$ cat src/rtl/pipelined_adder_seg.sv
// pipelined_adder_seg: unsigned adder whose carry chain is cut into SEG_W-bit slices, one slice per register stage.
// Latency: NUM_SEG = WIDTH/SEG_W cycles from accept to out_valid when unstalled; throughput one op per cycle.
// Backpressure: whole pipe holds while out_valid & ~out_ready; in_ready = ~out_valid | out_ready (no in_valid path).
//
// Ports:
//   clk, rst             single clock, synchronous active-high reset
//   in_valid/in_ready    operand handshake for in1/in2 (WIDTH bits, unsigned)
//   out_valid/out_ready  result handshake for sum (WIDTH bits, modulo 2^WIDTH) and cout
//   ovf                  two's-complement overflow, aligned with sum; only when PIPE_ADD_OVF_EN is defined
module pipelined_adder_seg #(
    parameter int WIDTH = 12,
    parameter int SEG_W = 6
) (
    input  logic             clk,
    input  logic             rst,
    input  logic             in_valid,
    output logic             in_ready,
    input  logic [WIDTH-1:0] in1,
    input  logic [WIDTH-1:0] in2,
    output logic             out_valid,
    input  logic             out_ready,
    output logic [WIDTH-1:0] sum,
    output logic             cout
`ifdef PIPE_ADD_OVF_EN
    ,
    output logic             ovf
`endif
);

    localparam int NUM_SEG = WIDTH / SEG_W;

    generate
        if ((SEG_W < 1) || (WIDTH < SEG_W) || ((WIDTH % SEG_W) != 0)) begin : g_bad_cfg
            $error("pipelined_adder_seg: WIDTH must be a non-zero multiple of SEG_W");
        end
    endgenerate

    // Stage k registers: valid, carry out of slice k, sum slices 0..k (upper
    // bits zero), and the full operands so later stages can pick their slice.
    logic [NUM_SEG-1:0] vld_q;
    logic [NUM_SEG-1:0] cy_q;
    logic [WIDTH-1:0]   acc_q [NUM_SEG];
    logic [WIDTH-1:0]   opa_q [NUM_SEG];
    logic [WIDTH-1:0]   opb_q [NUM_SEG];

    // Stage k inputs (stage 0 is fed by the ports) and next-state values.
    logic [NUM_SEG-1:0] vld_in;
    logic [NUM_SEG-1:0] cy_in;
    logic [NUM_SEG-1:0] cy_nxt;
    logic [WIDTH-1:0]   acc_in  [NUM_SEG];
    logic [WIDTH-1:0]   opa_in  [NUM_SEG];
    logic [WIDTH-1:0]   opb_in  [NUM_SEG];
    logic [WIDTH-1:0]   acc_nxt [NUM_SEG];
    logic [SEG_W:0]     slice_sum;

    logic adv;

    // The output register is the last stage, so a held result freezes every
    // stage behind it; there is no partial advance into empty slots.
    assign adv      = ~vld_q[NUM_SEG-1] | out_ready;
    assign in_ready = adv;

    always_comb begin
        vld_in[0] = in_valid;
        cy_in[0]  = 1'b0;
        acc_in[0] = '0;
        opa_in[0] = in1;
        opb_in[0] = in2;
        for (int k = 1; k < NUM_SEG; k++) begin
            vld_in[k] = vld_q[k-1];
            cy_in[k]  = cy_q[k-1];
            acc_in[k] = acc_q[k-1];
            opa_in[k] = opa_q[k-1];
            opb_in[k] = opb_q[k-1];
        end

        slice_sum = '0;
        for (int k = 0; k < NUM_SEG; k++) begin
            slice_sum = {1'b0, opa_in[k][k*SEG_W +: SEG_W]}
                      + {1'b0, opb_in[k][k*SEG_W +: SEG_W]}
                      + {{SEG_W{1'b0}}, cy_in[k]};
            acc_nxt[k]                   = acc_in[k];
            acc_nxt[k][k*SEG_W +: SEG_W] = slice_sum[SEG_W-1:0];
            cy_nxt[k]                    = slice_sum[SEG_W];
        end
    end

    // Bubbles load zero data so an idle output reads back as all zeros and
    // operand values presented without in_valid never reach the pipe.
    always_ff @(posedge clk) begin
        if (rst) begin
            vld_q <= '0;
            cy_q  <= '0;
            for (int k = 0; k < NUM_SEG; k++) begin
                acc_q[k] <= '0;
                opa_q[k] <= '0;
                opb_q[k] <= '0;
            end
        end else if (adv) begin
            for (int k = 0; k < NUM_SEG; k++) begin
                vld_q[k] <= vld_in[k];
                if (vld_in[k]) begin
                    cy_q[k]  <= cy_nxt[k];
                    acc_q[k] <= acc_nxt[k];
                    opa_q[k] <= opa_in[k];
                    opb_q[k] <= opb_in[k];
                end else begin
                    cy_q[k]  <= 1'b0;
                    acc_q[k] <= '0;
                    opa_q[k] <= '0;
                    opb_q[k] <= '0;
                end
            end
        end
    end

    assign out_valid = vld_q[NUM_SEG-1];
    assign sum       = acc_q[NUM_SEG-1];
    assign cout      = cy_q[NUM_SEG-1];

`ifdef PIPE_ADD_OVF_EN
    // The operand MSBs travel with the operands to the last stage, which also
    // produces the sum MSB, so overflow is formed there and registered
    // alongside the sum.
    logic ovf_q;
    logic ovf_nxt;

    assign ovf_nxt = (opa_in[NUM_SEG-1][WIDTH-1] == opb_in[NUM_SEG-1][WIDTH-1])
                   && (acc_nxt[NUM_SEG-1][WIDTH-1] != opa_in[NUM_SEG-1][WIDTH-1]);

    always_ff @(posedge clk) begin
        if (rst) begin
            ovf_q <= 1'b0;
        end else if (adv) begin
            ovf_q <= vld_in[NUM_SEG-1] & ovf_nxt;
        end
    end

    assign ovf = ovf_q;
`endif

endmodule

$ cat config.mk
export PLATFORM = sky130hd
export DESIGN_NAME = pipelined_adder_seg
export DESIGN_NICKNAME = d
export VERILOG_FILES = /design/src/rtl/pipelined_adder_seg.sv
export SDC_FILE = /design/constraint.sdc
export NUM_CORES = 1
export LEC_CHECK = 0
export CORE_ASPECT_RATIO = 1.25
export CORE_UTILIZATION = 44
export DETAILED_ROUTE_END_ITERATION = 10
export GPL_TIMING_DRIVEN = 0
export PLACE_DENSITY = 0.69
export RECOVER_POWER = 50
export SYNTH_ARGS = -nofsm -noshare
export SYNTH_HDL_FRONTEND = slang
export SYNTH_SLANG_ARGS = --single-unit
$ cat constraint.sdc
create_clock -name clk -period 2 [get_ports clk]
set_input_delay 0.2 -clock clk [delete_from_list [all_inputs] [get_ports clk]]
set_output_delay 0.2 -clock clk [all_outputs]
set_load 0.005 [all_outputs]
Word-level counts from Yosys, hierarchy flattened
Memory sizes are Yosys's and may differ from the RTL's.
Index checks and enable logic that the tools add are counted.

word-level totals
  RAM bits = 72
  memories kept = 3
  bits in read-only memories = 0
  bits in registers = 4
  word-level logic and storage cells = 54
  latch bits = 0
  bits of input ports = 28

cells by class
  shifts and indexed selects = 0
  equality and inequality tests = 0
  multipliers = 0
  reduce and logical (&&, ||, !) cells = 0
  div/mod/pow operators = 0
  $lt $le $gt $ge = 0
  bitwise gates (word level) = 14
  mux-type cells = 32
  add/subtract/negate cells = 3

memories
  memory  words  width  read ports  clocked after Yosys merged registers in  write ports  line  text
  acc_q   2      12     2           0                                        2            42    logic [WIDTH-1:0] acc_q [NUM_SEG];
  opa_q   2      12     1           0                                        2            43    logic [WIDTH-1:0] opa_q [NUM_SEG];
  opb_q   2      12     1           0                                        2            44    logic [WIDTH-1:0] opb_q [NUM_SEG];

operators by type and width
  operator       count
  $mux W12       12
  $mux W1        20
  $add A6 B6 Y7  2
  $or A1 B1 Y1   13
  $add A7 B1 Y7  1
  $not A1 Y1     1

Depth between registers and ports, before layout
Gate-level depths: netlist of the first run.

  depth after elaboration = 7
  depth in mapped cells = 8

Worst setup path before layout of the first run
Ideal clock, no wire load.

  path kind = register to register
  start = memory opa_q[0][6]
  end = register cy_q[1]
  required time = 1.875 ns
  arrival time = 1.582 ns
  path buffers = 0
  setup time = 0.125 ns
  cell stages (with the launch flop) = 9
  clock period less this slack = 1.706 ns
  path slack = 0.294 ns
  path through = edfxtp_1 inv_1 fa_1 inv_1 fa_1 a21o_1 a21o_1 a21oi_1 o32ai_1

between the ends
  word-level cells in the longest chain between the ends = 4

RTL lines
  element                        line  text
  start, declared                43
  $mem_v2 Z2 W12                 n/a
  $add A6 B6 Y7                  80    + {1'b0, opb_in[k][k*SEG_W +: SEG_W]}
  $add A7 B1 Y7                  81    + {{SEG_W{1'b0}}, cy_in[k]};
  $mux W1                        102   if (vld_in[k]) begin
  end signal, assigned by index  103   cy_q[k] <= cy_nxt[k];
  end, declared                  41    logic [NUM_SEG-1:0] cy_q;

Every way passes these cells.
A chain may end at the register's enable or synchronous reset.

Final worst setup path of the first run
  start = input out_ready
  end = output in_ready

between the ends
  word-level cells in the longest chain between the ends = 1

RTL lines
  element          line  text
  start, declared  21    input logic out_ready,
  $or A1 B1 Y1     60    assign adv = ~vld_q[NUM_SEG-1] | out_ready;
  end, declared    17    output logic in_ready,

Every way passes these cells.

==> flow_metrics.py, run 1 <==
metrics = {
    "power_and_ir_drop": {
        "ir_drop_mv": 0.368,
        "p_per_area_nw_per_um2": 657,
        "p_leak_nw": 0.978,
    },
    "detailed_routing": {
        "first_iter_violations": 29,
        "routed_via_density": 4.90,
        "vias": 1318,
        "ant_nets": 0,
        "wl_per_cell_um": 11.9,
        "drc_errors": 0,
        "drtPass1Iterations": 4,
        "drt-total-wl_mm": 3.19,
    },
    "layout": {
        "drive_gt1_share_pct": 12.1,
        "post-route-util_pct": 61.0,
        "antenna_cells": 0,
        "syn2layout_area_growth_pct": 30.9,
        "final_nets": 256,
        "final_cell_mix": "clkdlybuf4s50_1, edfxtp_1, nand2_1",
        "final_common_cell": "clkdlybuf4s50_1",
    },
    "flow_run": {
        "drv_cap": 0,
    },
    "synthesis": {
        "async_flop_share_pct": 0,
        "synth-seq-area-share_pct": 48.5,
        "synthFlopType": "edfxtp_1",
        "synth_edf_count": 18,
        "ys_seq_elements": 34,
        "postSynthAreaPerCell_um2": 10.7,
        "synthDistinctLibCells": 42,
        "synth_cells": 166,
        "synth_area_um2": 1780,
        "syn_nets": 208,
        "yosys_warnings": 0,
    },
    "timing": {
        "hold_violations": 0,
        "fin_tns_setup_ps": 0,
        "worstMarginPinSlew_ps": 682,
        "finClkSkew_ps": 5.13,
        "slew_headroom_pct": 54.5,
        "slew_viol_final": 0,
        "rsz0062_at_grt": "no",
        "min_period_over_period_pct": 93.2,
        "period_needed_ps": 1860,
        "fin_hold_ws_ps": 189,
        "setup_viol": 0,
        "timing.fmax_ghz": 0.536,
    },
    "worst_setup_path": {
        "r2r_end": "cy_q[1]$_SDFFE_PP0N_",
        "r2r.worst_path.cells": 8,
        "crit_type": "in -> out",
        "critPathLaunchType": "input pin",
        "reg2reg_from": "opb_q[0][6]$_SDFFCE_PP0P_",
        "cp_data_arrival_time_ps": 1660,
        "max_stage_delay_ps": 450,
        "critical_path.slowest_cell": "clkdlybuf4s50_1",
        "crit_fanout": 10,
        "cp_cell_sequence": "clkdlybuf4s50_1 -> nor2b_4 -> inv_2 -> buf_4 -> buf_4 -> clkdlybuf4s50_1",
        "crit_required_ps": 1800,
        "r2r_slack_ps": 150,
        "cp-end-kind": "primary output",
    },
    "cts": {
        "cts-root-buf": "clkbuf_8",
        "ctsResizeCount": 0,
        "clk_path_buf_depth": 2,
        "cts_setup_buffers": 0,
        "clkSlewWorstSetupHoldPaths_ps": 70,
        "htreeDepth": 2,
        "postCtsHoldBufs": 0,
        "cts_sinks": 34,
        "clock_latency_ps": 280,
        "cts_buffers": 5,
        "cts_tree": "done",
    },
    "place": {
        "numPortBuffers": 41,
        "gp_congestion": 0.780,
        "dpl.hpwl_mm": 2.57,
    },
    "worst_hold_path": {
        "hold_start": "rst",
        "hold-path-endpoint": "acc_q[1][0]$_SDFFE_PP0P_",
        "min_path_cells": 2,
        "hold_path.class": "in -> reg",
    },
    "floorplanning": {
        "die_h_um": 73.0,
        "rows": 25,
        "core_region_area_um2": 3820,
        "die_area_um2": 4300,
        "start_util_pct": 46.6,
        "ioPinCount": 43,
        "die_x_um": 58.8,
    },
    "status": {
        "status": "finished, final reports clean",
    },
    "global_routing": {
        "grt_pass1_wl_mm": 5.33,
        "overflow": 0,
        "grt_max_degree": 19,
        "grt_pass1_vias": 1278,
        "grt_use_total_pct": 16.8,
        "antenna_found_initial": 0,
    },
}
cells by family after synthesis:
family	Yosys count	synth area share (%)
DFF	34	48.5
buffers and inverters	16	4.79
AOI/OAI and AO/OA	35	12.9
xor gates and xnor gates	5	2.47
and+or+nand+nor	62	20.3
adders and majority gates	14	11.1
flip-flops by register name, indices dropped and copies added, names as in the netlist:
register and flops:
vld_q 2, cy_q 2, opb_q 6, opa_q 6, acc_q 18
cells in the mapped netlist (2+ instances only):
master    instances  share of area, %
a21o_1            6               2.5
a21oi_1          15               4.2
and2_1            5               1.8
and2_4            9               4.4
buf_2             2              0.56
buf_4             2              0.84
buf_6             2               1.3
dfxtp_1          16                18
edfxtp_1         18                30
fa_1              3               3.4
ha_1             11               7.7
inv_1             6               1.3
inv_2             2              0.42
nand2_1          17               3.6
nand3_1           9               2.5
nand3b_1          2              0.84
nand4b_1          2              0.99
nor2_1            8               1.7
nor2b_1           3               1.1
o21a_1            3               1.3
xnor2_1           3               1.5
xor2_1            2              0.99
how the worst max path moves through the flow:
stage	startpoint	to	slack (ps)	depth (start not counted)
final	out_ready	in_ready	140	6
after global routing	opb_q[0][6]$_SDFFCE_PP0P_	cy_q[1]$_SDFFE_PP0N_	40	8
after CTS	opb_q[0][6]$_SDFFCE_PP0P_	cy_q[1]$_SDFFE_PP0N_	130	8
after detailed placement	in1[0]	acc_q[0][4]$_SDFFCE_PP0P_	-80	7
after global placement	in1[0]	acc_q[0][4]$_SDFFCE_PP0P_	-70	7
after floorplan	opa_q[0][6]$_SDFFCE_PP0P_	cy_q[1]$_SDFFE_PP0N_	290	8
per-stage QoR:
| step | area, µm² | total power [mW] | setup WS [ps] | cells |
|---|---|---|---|---|
| after global routing | 2330 | 1.60 | 36.0 | 269 |
| after CTS | 2350 | 1.55 | 128 | 269 |
| after global placement | 2250 | 1.04 | -66.8 | 261 |
| after floorplan | 1780 | 0.943 | 294 | 166 |
| final | 2330 | 1.53 | 136 | 269 |
| after detailed placement | 2250 | 1.05 | -78.0 | 261 |
worst max-delay path, delay by kind of cell:
kind	cells	cell delay, ps
buf+inv	5	1270
simple gates	1	190
layout make-up:
class                      instances  area (µm²)
fill                             369        1490
sequential                        34         861
multi-input combinational        116         826
timing repair buffer              41         410
clock buffer                       7        86.3
tap                               54        67.6
buffer                             8        40.0
inverter                           8        30.0
clock inverter                     1        5.00
routing by layer:
layer | track usage (%) | vias to the layer above | wire length [µm]
met1 | 18.0 | 584 | 1330
met2 | 29.9 | 51 | 1630
met5 | 0 | - | 0
met3 | 4.79 | 7 | 179
met4 | 7.67 | 0 | 51
li1 | - | 676 | -
report_power, final:
group,switching (mW),internal (mW)
clock,0.230,0.277
combinational,0.105,0.132
sequential,0.0132,0.770
(Power assumes the default switching activity.)
==> run 2, diff against run 1 <==
Settings changed: SLEW_MARGIN from default to 30.
==> results of run 2 <==
No change in the layout: final DEF, timing and power equal those of run 1.
==> run 3, diff against run 2 <==
Settings changed: CTS_CLUSTER_SIZE from default to 25.
Clock period 2 ns to 2.1 ns, I/O delays scaled along.
==> flow_metrics.py, run 3 (same netlist as run 1, synthesis figures left out) <==
metrics = {
    "detailed_routing": {
        "wl_per_cell_um": 11.9,
        "first_iter_violations": 29,
        "drt-total-wl_mm": 3.20,
        "drtPass1Iterations": 4,
        "drc_errors": 0,
        "ant_nets": 0,
        "vias": 1314,
        "routed_via_density": 4.88,
    },
    "worst_setup_path": {
        "cp_cell_sequence": "clkdlybuf4s50_1 -> nor2b_4 -> inv_1 -> buf_4 -> buf_4 -> clkdlybuf4s50_1",
        "crit_fanout": 10,
        "cp-end-kind": "primary output",
        "crit_type": "in -> out",
        "cp_data_arrival_time_ps": 1690,
        "crit_family": "buffers and inverters",
        "critical_path.slowest_cell": "clkdlybuf4s50_1",
        "crit_required_ps": 1890,
        "cp_num_buf_inv": 5,
        "max_stage_delay_ps": 450,
        "crit_cells": 6,
        "r2r.worst_path.cells": 8,
        "critPathLaunchType": "input pin",
    },
    "cts": {
        "cts_tree": "done",
        "clkSlewWorstSetupHoldPaths_ps": 70,
        "clk_path_buf_depth": 2,
        "ctsResizeCount": 0,
        "clock_latency_ps": 280,
        "cts_setup_buffers": 0,
        "cts_buffers": 5,
        "cts-root-buf": "clkbuf_8",
        "cts_sinks": 34,
        "htreeDepth": 2,
        "postCtsHoldBufs": 0,
    },
    "global_routing": {
        "grt_max_degree": 19,
        "grt_pass1_vias": 1278,
        "antenna_found_initial": 0,
        "grt_use_total_pct": 16.8,
        "grt_pass1_wl_mm": 5.33,
        "overflow": 0,
    },
    "place": {
        "gp_congestion": 0.780,
        "numPortBuffers": 41,
        "dpl.hpwl_mm": 2.57,
        "placed_area_um2": 2250,
        "post-place-ws_ps": 12.0,
    },
    "floorplanning": {
        "core_region_area_um2": 3820,
        "die_h_um": 73.0,
        "ioPinCount": 43,
        "start_util_pct": 46.6,
        "rows": 25,
        "die_x_um": 58.8,
        "die_area_um2": 4300,
    },
    "layout": {
        "drive_gt1_share_pct": 11.6,
        "reg.largest.list": "acc_q (18), opa_q (6), opb_q (6)",
        "largest_reg_flops": 18,
        "stdcell_area_um2": 2320,
        "syn2layout_area_growth_pct": 30.7,
        "final_nets": 256,
        "final_cell_mix": "clkdlybuf4s50_1, edfxtp_1, nand2_1",
        "antenna_cells": 0,
        "final_common_cell": "clkdlybuf4s50_1",
        "top_register": "acc_q",
    },
    "timing": {
        "period_needed_ps": 1900,
        "worst_slack_ps": 200,
        "slew_viol_final": 0,
        "min_period_over_period_pct": 90.5,
        "hold_violations": 0,
        "setup_viol": 0,
        "worstMarginPinSlew_ps": 675,
        "rsz0062_at_grt": "no",
        "slew_headroom_pct": 54.9,
        "timing.fmax_ghz": 0.526,
        "finClkSkew_ps": 4.93,
        "fin_tns_setup_ps": 0,
    },
    "worst_hold_path": {
        "hold_path.class": "in -> reg",
        "min_path_cells": 2,
    },
    "flow_run": {
        "drv_cap": 0,
    },
    "power_and_ir_drop": {
        "ir_drop_mv": 0.350,
        "p_leak_nw": 0.976,
        "total_power_mw": 1.45,
        "p_per_area_nw_per_um2": 625,
    },
    "status": {
        "status": "finished, final reports clean",
    },
}
## run 3: area by class of cell
type	instances	area, µm²
clock buffers	7	86.3
inverters	8	30.0
well taps	54	67.6
flip-flops and latches	34	861
repair buffers	41	410
multi-input cells	116	822
plain buffers	8	40.0
fillers	371	1490
clock inverters	1	5.00
## run 3: path summary, 6_finish.rpt
check,from,to,slack (ps)
setup / recovery,out_ready,in_ready,200
hold / removal,rst,acc_q[1][0]$_SDFFE_PP0P_,200
setup reg to reg,opb_q[0][6]$_SDFFCE_PP0P_,cy_q[1]$_SDFFE_PP0N_,220
hold reg to reg,acc_q[1][5]$_SDFFE_PP0P_,acc_q[1][5]$_SDFFE_PP0P_,450
## run 3: per-stage QoR
step           cells  util [%]  hold WS [ps]
2_1_floorplan    166         -           350
3_3_place_gp     261      59.1           440
3_5_place_dp     261      59.1           446
4_1_cts          269      61.5           194
5_1_grt          269      60.9           194
6_report         269      60.9           201
## run 3: worst reg2reg max path: cells and delay by family, from the launching register on
kind	cells	cell delay [ps]
AO/OA/AOI/OAI	4	650
adder cells (fa/ha/maj)	2	590
flip-flops	1	370
buffers and inverters	2	160
## run 3: metal layers
layer,global-route usage (%),vias to the layer above,wire (µm)
met5,0,-,0
met4,7.67,0,53
met3,4.79,6,150
met2,29.9,40,1640
met1,18.0,592,1360
li1,-,676,-
## run 3: power breakdown
group | switching, mW | total, mW | leakage [nW] | internal [mW]
clock | 0.218 | 0.482 | 0.0482 | 0.264
sequential | 0.0126 | 0.746 | 0.343 | 0.734
combinational | 0.0991 | 0.225 | 0.584 | 0.125
total | 0.329 | 1.45 | 0.976 | 1.12
